`config.mk`:
```
export PLATFORM = sky130hd
export DESIGN_NAME = input_event_arbiter
export DESIGN_NICKNAME = d
export VERILOG_FILES = /design/src/rtl/input_event_arbiter.sv
export SDC_FILE = /design/constraint.sdc
export NUM_CORES = 1
export LEC_CHECK = 0
export BUFFER_PORTS_ARGS = -buffer_cell sky130_fd_sc_hd__buf_2
export CORE_MARGIN = 1
export CORE_UTILIZATION = 60
export CTS_BUF_LIST = sky130_fd_sc_hd__clkbuf_8 sky130_fd_sc_hd__clkbuf_16
export CTS_CLUSTER_SIZE = 8
export DETAILED_ROUTE_END_ITERATION = 12
export PLACE_DENSITY = 0.8
export SYNTH_ARGS = -nofsm -noshare
export SYNTH_HDL_FRONTEND = slang
export SYNTH_SLANG_ARGS = --single-unit
```
`constraint.sdc`:
```
create_clock -name clk_in -period 4.2 [get_ports clk_in]
set_input_delay 0.21 -clock clk_in [delete_from_list [all_inputs] [get_ports clk_in]]
set_output_delay 0.21 -clock clk_in [all_outputs]
set_load 0.05 [all_outputs]
```
`src/rtl/input_event_arbiter.sv`:
```
// Merges debounced button pulses and pitch-detector mic pulses into one command FIFO.
// Each source has a one-entry pending slot; a round-robin arbiter pushes at most one slot per cycle.
module input_event_arbiter #(
  parameter int COOLDOWN   = 10_000_000,
  parameter int FIFO_DEPTH = 4
) (
  input  logic       clk_in,
  input  logic       rst_in,
  input  logic       btn_up,
  input  logic       btn_down,
  input  logic       btn_sel,
  input  logic       mic_hi,
  input  logic       mic_lo,
  input  logic       mic_en,
  input  logic       cmd_ready,
  output logic       cmd_valid,
  output logic [1:0] cmd_code,
  output logic       cmd_src,
  output logic       fifo_full,
  output logic [7:0] drop_count
);

  localparam int AW = $clog2(FIFO_DEPTH);
  localparam int CW = (COOLDOWN > 1) ? $clog2(COOLDOWN) : 1;

  localparam logic [1:0] CODE_UP   = 2'd0;
  localparam logic [1:0] CODE_DOWN = 2'd1;
  localparam logic [1:0] CODE_SEL  = 2'd2;
  localparam logic       SRC_BTN   = 1'b0;
  localparam logic       SRC_MIC   = 1'b1;

  logic          btn_pend_v, mic_pend_v;
  logic [1:0]    btn_pend_code, mic_pend_code;
  logic [CW-1:0] cooldown_cnt;
  logic          last_grant;

  logic [1:0]    fifo_code [FIFO_DEPTH];
  logic          fifo_src  [FIFO_DEPTH];
  logic [AW-1:0] wr_ptr, rd_ptr;
  logic [AW:0]   count;

  logic          pop, push_ok, push, push_src;
  logic [1:0]    push_code;
  logic          grant_btn, grant_mic;

  logic          btn_any, btn_take, btn_block;
  logic [1:0]    btn_code, btn_hits, btn_losers;
  logic          mic_open, mic_both, mic_one, mic_take, mic_block;
  logic [1:0]    mic_code;
  logic [2:0]    drop_inc;
  logic [8:0]    drop_sum;

  assign cmd_valid = (count != '0);
  assign fifo_full = (count == (AW+1)'(FIFO_DEPTH));
  assign cmd_code  = cmd_valid ? fifo_code[rd_ptr] : 2'd0;
  assign cmd_src   = cmd_valid ? fifo_src[rd_ptr]  : 1'b0;

  assign pop     = cmd_valid && cmd_ready;
  assign push_ok = !fifo_full || pop;

  // last_grant only moves on contested cycles, so ties alternate regardless of solo grants in between
  always_comb begin
    grant_btn = 1'b0;
    grant_mic = 1'b0;
    if (push_ok) begin
      if (btn_pend_v && mic_pend_v) begin
        if (last_grant == SRC_MIC) grant_btn = 1'b1;
        else                       grant_mic = 1'b1;
      end else if (btn_pend_v) begin
        grant_btn = 1'b1;
      end else if (mic_pend_v) begin
        grant_mic = 1'b1;
      end
    end
  end

  assign push      = grant_btn || grant_mic;
  assign push_code = grant_btn ? btn_pend_code : mic_pend_code;
  assign push_src  = grant_mic ? SRC_MIC : SRC_BTN;

  assign btn_any    = btn_up || btn_down || btn_sel;
  assign btn_code   = btn_sel ? CODE_SEL : (btn_up ? CODE_UP : CODE_DOWN);
  assign btn_hits   = {1'b0, btn_up} + {1'b0, btn_down} + {1'b0, btn_sel};
  assign btn_losers = btn_any ? btn_hits - 2'd1 : 2'd0;
  assign btn_take   = btn_any && (!btn_pend_v || grant_btn);
  assign btn_block  = btn_any && !btn_take;

  // gated-off mic pulses are ignored outright and never count as drops
  assign mic_open  = mic_en && (cooldown_cnt == '0);
  assign mic_both  = mic_open && mic_hi && mic_lo;
  assign mic_one   = mic_open && (mic_hi ^ mic_lo);
  assign mic_code  = mic_hi ? CODE_UP : CODE_DOWN;
  assign mic_take  = mic_one && (!mic_pend_v || grant_mic);
  assign mic_block = mic_one && !mic_take;

  assign drop_inc = {1'b0, btn_losers} + {2'b00, btn_block} + {2'b00, mic_both} + {2'b00, mic_block};
  assign drop_sum = {1'b0, drop_count} + {6'd0, drop_inc};

  always_ff @(posedge clk_in) begin
    if (rst_in) begin
      btn_pend_v    <= 1'b0;
      btn_pend_code <= 2'd0;
      mic_pend_v    <= 1'b0;
      mic_pend_code <= 2'd0;
      cooldown_cnt  <= '0;
      last_grant    <= SRC_MIC;
      wr_ptr        <= '0;
      rd_ptr        <= '0;
      count         <= '0;
      drop_count    <= 8'd0;
    end else begin
      if (btn_take) begin
        btn_pend_v    <= 1'b1;
        btn_pend_code <= btn_code;
      end else if (grant_btn) begin
        btn_pend_v <= 1'b0;
      end

      if (mic_take) begin
        mic_pend_v    <= 1'b1;
        mic_pend_code <= mic_code;
      end else if (grant_mic) begin
        mic_pend_v <= 1'b0;
      end

      if (mic_take)                 cooldown_cnt <= CW'(COOLDOWN - 1);
      else if (cooldown_cnt != '0)  cooldown_cnt <= cooldown_cnt - CW'(1);

      if (btn_pend_v && mic_pend_v && push) last_grant <= push_src;

      if (push) wr_ptr <= wr_ptr + AW'(1);
      if (pop)  rd_ptr <= rd_ptr + AW'(1);
      count <= count + (AW+1)'(push) - (AW+1)'(pop);

      drop_count <= drop_sum[8] ? 8'hFF : drop_sum[7:0];
    end
  end

  always_ff @(posedge clk_in) begin
    if (!rst_in && push) begin
      fifo_code[wr_ptr] <= push_code;
      fifo_src[wr_ptr]  <= push_src;
    end
  end

endmodule
```
Word-level counts from Yosys, hierarchy flattened --
Memory sizes are Yosys's and may differ from the RTL's. A register that Yosys moved wholly into a read port is not among the register bits. Cells that the tools add are included.
Word-level totals: register bits after elaboration 46, word-level logic and storage cells 88, ROM bits 0, memories 2, latch bits 0, input port bits 9, memory bits (writable) 12
Memory list:
- fifo_code | depth 4, width 2, rd ports 1, clocked after Yosys merged registers in 1, write ports 1, line 37 | logic [1:0] fifo_code [FIFO_DEPTH];
- fifo_src | depth 4, width 1, rd ports 1, clocked after Yosys merged registers in 1, write ports 1, line 38 | logic fifo_src [FIFO_DEPTH];
Cells by class: $mul 0, shifts and indexed selects 0, magnitude comparators 0, equality and inequality tests 1, div/mod/pow operators 0, bitwise operators 1, reductions and logical operators 31, muxes and demuxes 30, add/subtract/negate cells 12
Operator list (count):
- $mux W24 | 2
- $logic_not A24 Y1 | 1
- $reduce_bool A24 Y1 | 1
- $sub A24 B1 Y24 const B | 1
- $mux W1 | 19
- $mux W2 | 8
- $logic_and A1 B1 Y1 | 12
- $add A3 B1 Y3 | 3
- $add A8 B3 Y9 | 1
- $mux W8 | 1
- $logic_not A1 Y1 | 6
- $logic_or A1 B1 Y1 | 6
- $reduce_bool A2 Y1 | 3
- $add A2 B1 Y2 const B | 2
- $add A2 B1 Y3 | 1
- $eq A3 B3 Y1 const B | 1
- $reduce_bool A3 Y1 | 1
- $sub A3 B1 Y3 | 1
- $add A1 B1 Y2 | 1
- $add A2 B1 Y2 | 1
- $reduce_or A2 Y1 | 1
- $sub A2 B1 Y2 const B | 1
- $xor A1 B1 Y1 | 1

Depth between registers and ports, before layout --
Gate-level depths: netlist of the first run.
depth in word-level cells 13, depth in mapped cells 15

Worst setup path after synthesis of the first run --
Ideal clock, no wire load.
kind reg2reg, start point register cooldown_cnt[0], end point register drop_count[4], setup time 0.141 ns, arrival 3.234 ns, clock period less this slack 3.375 ns, cell stages (with the launch flop) 16, setup slack 0.825 ns, path buffers 1, path through dfxtp_1 inv_1 ha_1 nor3b_1 nand4_1 clkbuf_1 nor2_1 nand4_1 fa_1 fa_1 fa_1 inv_1 a21o_1 and2_1 xnor2_1 a21oi_1
On the way: word-level cells in the longest chain between the ends 9
RTL lines:
- from (decl) | line 34 | logic [CW-1:0] cooldown_cnt;
- from (signal assigned) | line 126 | if (mic_take) cooldown_cnt <= CW'(COOLDOWN - 1);
- from (signal assigned) | line 127 | else if (cooldown_cnt != '0) cooldown_cnt <= cooldown_cnt - CW'(1);
- $logic_not A24 Y1 (*) | line 89 | assign mic_open = mic_en && (cooldown_cnt == '0);
- $logic_and A1 B1 Y1 (*) | line 89
- parallel branches: the longest is 4 deep, another holds $add A3 B1 Y3
- $add A3 B1 Y3 (*) | line 96 | assign drop_inc = {1'b0, btn_losers} + {2'b00, btn_block} + {2'b00, mic_both} + {2'b00, mic_block};
- $add A8 B3 Y9 (*) | line 97 | assign drop_sum = {1'b0, drop_count} + {6'd0, drop_inc};
- $mux W8 (*) | line 135 | drop_count <= drop_sum[8] ? 8'hFF : drop_sum[7:0];
- to (signal assigned) | line 135
- to (decl) | line 20 | output logic [7:0] drop_count
Every way passes the cells marked *. A chain may end at the register's enable or synchronous reset.

Final worst setup path of the first run --
start point register cooldown_cnt[0], end point register drop_count[1]
Same word-level chain as after synthesis.

==> flow_summary.json, run 1 <==
{
  "status": "finished, final reports clean",
  "clockBufferDepth": 2,
  "start_util_pct": 62.5,
  "ant_nets": 0,
  "path_class": "flip-flop to flip-flop",
  "ys_ff_latch": 59,
  "power_leakage_nw": 1.31,
  "peakVddDrop_mv": 0.574,
  "worstPathRequired_ns": 4.46,
  "period_share_pct": 81.9,
  "min-delay-start": "btn_down",
  "rows": 25,
  "dominantRegCellSynth": "dfxtp_1",
  "final_cell_mix": "dfxtp_1 (47), nor2_1 (24), buf_2 (21), a21oi_1 (18), inv_1 (17)",
  "wirelength_um": 5390,
  "clkLatencyLatePin_ns": 0.34,
  "synth_cell_types": 46,
  "overflow": 0,
  "worstPathArrival_ns": 3.70,
  "layout-drive-gt1-share_pct": 18.8,
  "first_pass_iters": 4,
  "antenna_cells": 0,
  "synth_edf_count": 12,
  "grt_start_max_net_pins": 39,
  "min_path_type": "input pin to flip-flop",
  "grt_first_pass_wirelength_um": 9020,
  "startpoint": "cooldown_cnt[0]",
  "clkSlewWorstSetupHoldPaths_ns": 0.07,
  "ys_seq_area_share_pct": 43.8,
  "clockRootBuffer": "clkbuf_8",
  "rsz0062_at_grt": "false",
  "cts_setup_buffers": 0,
  "maxCapViolCount": 0,
  "cp_max_fo": 6,
  "r2r_start": "cooldown_cnt[0]",
  "grt_usage_pct": 22.7,
  "setup_viol": 0,
  "route.detailed.drc": 0,
  "io_buffer_count": 21,
  "worstSetupStartpointType": "flip-flop",
  "boundaryPins": 22,
  "syn_inst": 293,
  "powerDensity_mw_per_mm2": 809,
  "viasPerCell": 5.63,
  "synth.net_count": 319,
  "ys_warn_count": 0,
  "syn-cell-area_mm2": 0.00297,
  "timing.rr.end": "drop_count[1]",
  "end_kind": "flip-flop",
  "fp.dieH_um": 72.4,
  "grt_antenna_before_repair": 0,
  "fin_crit_ns": 3.44,
  "nets": 345,
  "cts_tree": "built",
  "r2r_cells": 14,
  "slew_headroom_pct": 47.4,
  "maxSlewViolCount": 0,
  "dieArea_mm2": 0.00524,
  "post-dp-hpwl_um": 3780,
  "drt_iter0_drc": 57,
  "grt_pass1_vias": 2046,
  "cts_resized": 0,
  "cp-endpoint": "drop_count[1]",
  "max_freq_mhz": 291,
  "core_mm2": 0.00475,
  "setup_tns_ns": 0,
  "final_util_pct": 70.0,
  "htree_levels": 3,
  "cts.sinks": 59,
  "clock_skew_ns": 0.00873,
  "synthArstFlopShare_pct": 0,
  "r2r_slack_ns": 0.76,
  "final_common_cell": "dfxtp_1",
  "gp_congestion": 0.798,
  "holdBufCountCts": 0,
  "cts_buffers": 9,
  "vias": 2203,
  "syn_avg_cell_area_um2": 10.1,
  "fill_cells": 364,
  "worst_slew_pin_slew_ns": 0.789,
  "areaGrowthSynthToFinish_pct": 12.0,
  "die_w_um": 72.4,
  "avgRoutedWirePerCell_um": 13.8,
  "finalHoldViolations": 0
}
## flip-flops by register name (all words and copies together) (netlist names), named ones only
signal         count
mic_pend_code      1
rd_ptr             2
wr_ptr             2
btn_pend_code      2
cooldown_cnt      24
btn_pend_v         1
fifo_code          8
drop_count         8
count              3
fifo_src           4
last_grant         1
mic_pend_v         1
## worst min path at each step
stage | end | slack (ns) | depth (start not counted)
6_report | btn_pend_v | 0.19 | 3
4_1_cts | btn_pend_v | 0.18 | 3
3_5_place_dp | btn_pend_code[0] | 0.45 | 2
2_1_floorplan | btn_pend_code[1] | 0.37 | 2
3_3_place_gp | btn_pend_code[0] | 0.44 | 2
5_1_grt | btn_pend_v | 0.19 | 3
## cell families (layout without fill, tap and decap cells)
group / count (synthesis) / in the layout / synth area share, %
buffers and inverters: 25 / 56 / 3.66
and+or+nand+nor: 104 / 104 / 21.0
muxes: 8 / 8 / 4.09
adders and majority gates: 17 / 17 / 8.17
xor gates and xnor gates: 19 / 19 / 5.60
DFF: 59 / 59 / 43.8
AOI/OAI and AO/OA: 61 / 61 / 13.7
## layout make-up
cell class	count	area, um^2	share of cell area [%]
multi-input cells	209	1560	46.9
repair buffers	24	128	3.84
flip-flops and latches	59	1300	39.1
inverters	16	60.1	1.81
clock inverters	7	70.1	2.11
clock buffers	9	124	3.72
well taps	67	83.8	2.52
## power breakdown
part	switching (mW)	internal, mW	total [mW]
Clock	0.230	0.271	0.501
Sequential	0.168	0.739	0.907
Combinational	0.745	0.537	1.28
## per-stage QoR
stage / power (mW) / hold slack (ns) / worst slack (ns) / instance area (um^2) / cells
after floorplan: 1.92 / 0.370 / 0.825 / 2970 / 293
after global placement: 2.15 / 0.445 / 0.855 / 3130 / 375
after detailed placement: 2.19 / 0.445 / 0.791 / 3130 / 375
after CTS: 2.70 / 0.177 / 0.771 / 3330 / 391
after global routing: 2.89 / 0.187 / 0.412 / 3330 / 391
final: 2.69 / 0.191 / 0.762 / 3330 / 391
## metal layers
metal  global-route usage, %  up-vias  wire length [um]
met1                    26.1     1048              2410
met5                       0        -                 0
met2                    39.0       42              2690
li1                        -     1106                 -
met4                    11.5        0                93
met3                    5.83        7               197
## worst max-delay path: stages, from the launching register on
cell and delay, ns:
dfxtp_1 0.32, inv_1 0.13, ha_1 0.16, nor3b_1 0.18, nand4_1 0.14, nor2_1 0.27
nand4_1 0.18, fa_1 0.48, fa_1 0.47, fa_1 0.41, inv_1 0.09, a21oi_1 0.10
nor2_1 0.10, nand2_1 0.15, a21oi_1 0.17
## synth_stat cells, drive strengths merged, types with 3 or more instances
library cell / count / area share (%)
mux4: 3 / 2.3
nor3b: 3 / 0.76
dfxtp: 47 / 32
fa: 4 / 2.7
o31ai: 9 / 2.3
inv: 16 / 2.0
o21ai: 12 / 2.0
ha: 13 / 5.5
or4: 7 / 1.8
or3: 10 / 2.1
a31oi: 8 / 2.5
clkbuf: 4 / 0.51
xor2: 8 / 2.4
nand3: 5 / 0.84
and2: 10 / 2.1
a21oi: 24 / 4.8
nor3: 5 / 0.84
edfxtp: 12 / 12
nor2b: 3 / 0.63
and3: 4 / 0.84
nand2: 13 / 1.6
nor4: 4 / 2.4
nor2: 24 / 3.0
xnor2: 11 / 3.2
mux2: 3 / 1.1
nand2b: 5 / 1.1
buf: 5 / 1.1
nand4: 4 / 1.1
o211ai: 4 / 1.0
Note: power is estimated with default switching activity, not from simulation.
==> inputs of run 2 (changes only) <==
--- a/config.mk
+++ b/config.mk
@@ -7,11 +7,11 @@
 export LEC_CHECK = 0
 export BUFFER_PORTS_ARGS = -buffer_cell sky130_fd_sc_hd__buf_2
 export CORE_MARGIN = 1
-export CORE_UTILIZATION = 60
+export CORE_UTILIZATION = 54
 export CTS_BUF_LIST = sky130_fd_sc_hd__clkbuf_8 sky130_fd_sc_hd__clkbuf_16
 export CTS_CLUSTER_SIZE = 8
 export DETAILED_ROUTE_END_ITERATION = 12
-export PLACE_DENSITY = 0.8
+export PLACE_DENSITY = 0.76
 export SYNTH_ARGS = -nofsm -noshare
 export SYNTH_HDL_FRONTEND = slang
 export SYNTH_SLANG_ARGS = --single-unit
==> constraint.sdc (replaced) <==
create_clock -name clk_in -period 3 [get_ports clk_in]
set_input_delay 0.15 -clock clk_in [delete_from_list [all_inputs] [get_ports clk_in]]
set_output_delay 0.15 -clock clk_in [all_outputs]
set_load 0.05 [all_outputs]
==> flow_summary.json, run 2 (same netlist as run 1, synthesis figures left out) <==
{
  "io_buffer_count": 21,
  "grt_start_max_net_pins": 24,
  "fp.dieH_um": 76.2,
  "worstPathRequired_ns": 3.22,
  "worstPathArrival_ns": 3.15,
  "path_class": "flip-flop to flip-flop",
  "nets": 365,
  "end_kind": "flip-flop",
  "cts_buffers": 9,
  "top_usage_layer": "met2",
  "clkPwrFrac_pct": 15.0,
  "final_area_mm2": 0.00348,
  "timing.rr.end": "drop_count[4]",
  "start_util_pct": 57.1,
  "status": "finished, final reports clean",
  "rsz0062_at_grt": "true",
  "powerDensity_mw_per_mm2": 1110,
  "worstSetupStartpointType": "flip-flop",
  "fin_crit_ns": 2.94,
  "htree_levels": 3,
  "final_common_cell": "dfxtp_1",
  "cp-endpoint": "drop_count[4]",
  "power.internal_mw": 2.22,
  "drt_iter0_drc": 65,
  "viasPerCell": 5.50,
  "route.detailed.drc": 0,
  "top_register": "cooldown_cnt",
  "p_seq_share_pct": 32.4,
  "reg.largest.list": "cooldown_cnt (24), drop_count (8), fifo_code (8)",
  "core_mm2": 0.00520,
  "cts.sinks": 59,
  "min_path_type": "input pin to flip-flop",
  "peakVddDrop_mv": 0.745,
  "clkLatencyLatePin_ns": 0.34,
  "areaGrowthSynthToFinish_pct": 17.1,
  "boundaryPins": 22,
  "clkSlewWorstSetupHoldPaths_ns": 0.06,
  "setup_viol": 0,
  "first_pass_iters": 4,
  "clock_skew_ns": 0.00914,
  "clockBufferDepth": 2,
  "grt_antenna_before_repair": 0,
  "switchingPower_mw": 1.64,
  "r2r_start": "cooldown_cnt[19]",
  "grt_usage_pct": 21.2,
  "power_leakage_nw": 1.42,
  "crit_path_max_incr_delay_ns": 0.46,
  "placed_area_mm2": 0.00329,
  "r2r_cells": 12,
  "cp_max_fo": 3,
  "post-dp-hpwl_um": 4130,
  "grt_first_pass_wirelength_um": 9630,
  "largest_register_ffs": 24,
  "p_sw_share_pct": 42.4,
  "max_freq_mhz": 341,
  "antenna_cells": 0,
  "cts_tree": "built",
  "grtUsageMet1_pct": 26.9,
  "startpoint": "cooldown_cnt[19]",
  "cp_slowest_cell": "fa_1",
  "r2r_slack_ns": 0.06,
  "clockRootBuffer": "clkbuf_8",
  "worst_slew_pin_slew_ns": 0.733,
  "maxSlewViolCount": 0,
  "die_w_um": 76.2,
  "dieArea_mm2": 0.00580,
  "crit_chain": "nor4_4, nand4_1, nor2_4, nand4_1, fa_1, fa_2, fa_2, inv_2, a21o_1, and2_1, xnor2_1, a21oi_1",
  "wirelength_um": 5720,
  "final_cell_mix": "dfxtp_1 (43), nor2_1 (23), buf_4 (23), buf_2 (21), a21oi_1 (17)",
  "use_met2_pct": 34.3,
  "slew_headroom_pct": 50.7,
  "met3_usage_pct": 5.39,
  "ant_nets": 0,
  "grt_pass1_vias": 2158,
  "rows": 26,
  "vias": 2278,
  "comb_power_share_pct": 52.6,
  "finalHoldViolations": 0,
  "layout-drive-gt1-share_pct": 27.0,
  "avgRoutedWirePerCell_um": 13.8,
  "setup_tns_ns": 0,
  "period_share_pct": 97.9,
  "maxCapViolCount": 0,
  "gp_congestion": 0.782,
  "overflow": 0
}
-- run 2: what timing repair did --
action                     4_1_cts  5_1_grt
gates resized for setup          1        5
buffers inserted                 0        2
setup endpoints to repair        2        8
pin swaps                        2        3
hold buffers                     0        0
-- run 2: how the worst min path moves through the flow --
stage	cells past startpoint	from	slack [ns]	endpoint
floorplan	2	btn_sel	0.31	btn_pend_code[1]
global placement	3	btn_sel	0.45	btn_pend_code[1]
detailed placement	2	btn_pend_code[0]	0.46	btn_pend_code[0]
CTS	3	btn_sel	0.11	btn_pend_code[1]
global route	3	btn_sel	0.15	btn_pend_code[1]
finish	3	btn_sel	0.13	btn_pend_code[1]
-- run 2: power by group through the flow --
stage                     Combinational (mW)  Sequential (mW)  Clock, mW
after floorplan                         1.49             1.30          0
after global placement                  1.94             1.25          0
after detailed placement                1.99             1.26          0
after global routing                    2.24             1.28      0.630
final                                   2.03             1.25      0.578
after CTS                               2.01             1.24      0.590
-- run 2: cell type report --
type                            count  area [um^2]
Clock buffer                        9          124
Fill cell                         408         1730
Inverter                           16         60.1
Multi-Input combinational cell    209         1590
Tap cell                           70         87.6
Clock inverter                      7         31.3
Timing Repair Buffer               44          278
Sequential cell                    59         1310
-- run 2: worst max-delay path, delay by kind of cell, from the launching register on --
family	cells	cell delay [ns]
flops	1	0.33
xor+xnor	1	0.12
simple gates	5	0.92
compound gates	2	0.20
fa+ha+maj	3	1.19
buf+inv	1	0.06
-- run 2: through the flow --
stage	cells	setup slack (ns)	utilization (%)	total power [mW]	hold WS, ns
2_1_floorplan	293	-0.0510	-	2.79	0.310
3_3_place_gp	396	0.0916	63.2	3.19	0.448
3_5_place_dp	396	0.00509	63.2	3.25	0.460
4_1_cts	412	0.00837	66.3	3.84	0.115
5_1_grt	414	-0.105	66.8	4.14	0.150
6_report	414	0.0639	66.8	3.85	0.129
-- run 2: routing by layer --
layer | up-vias | routed length (um)
met4 | 0 | 98
met3 | 10 | 198
met2 | 36 | 2680
li1 | 1147 | -
met1 | 1085 | 2740
met5 | - | 0
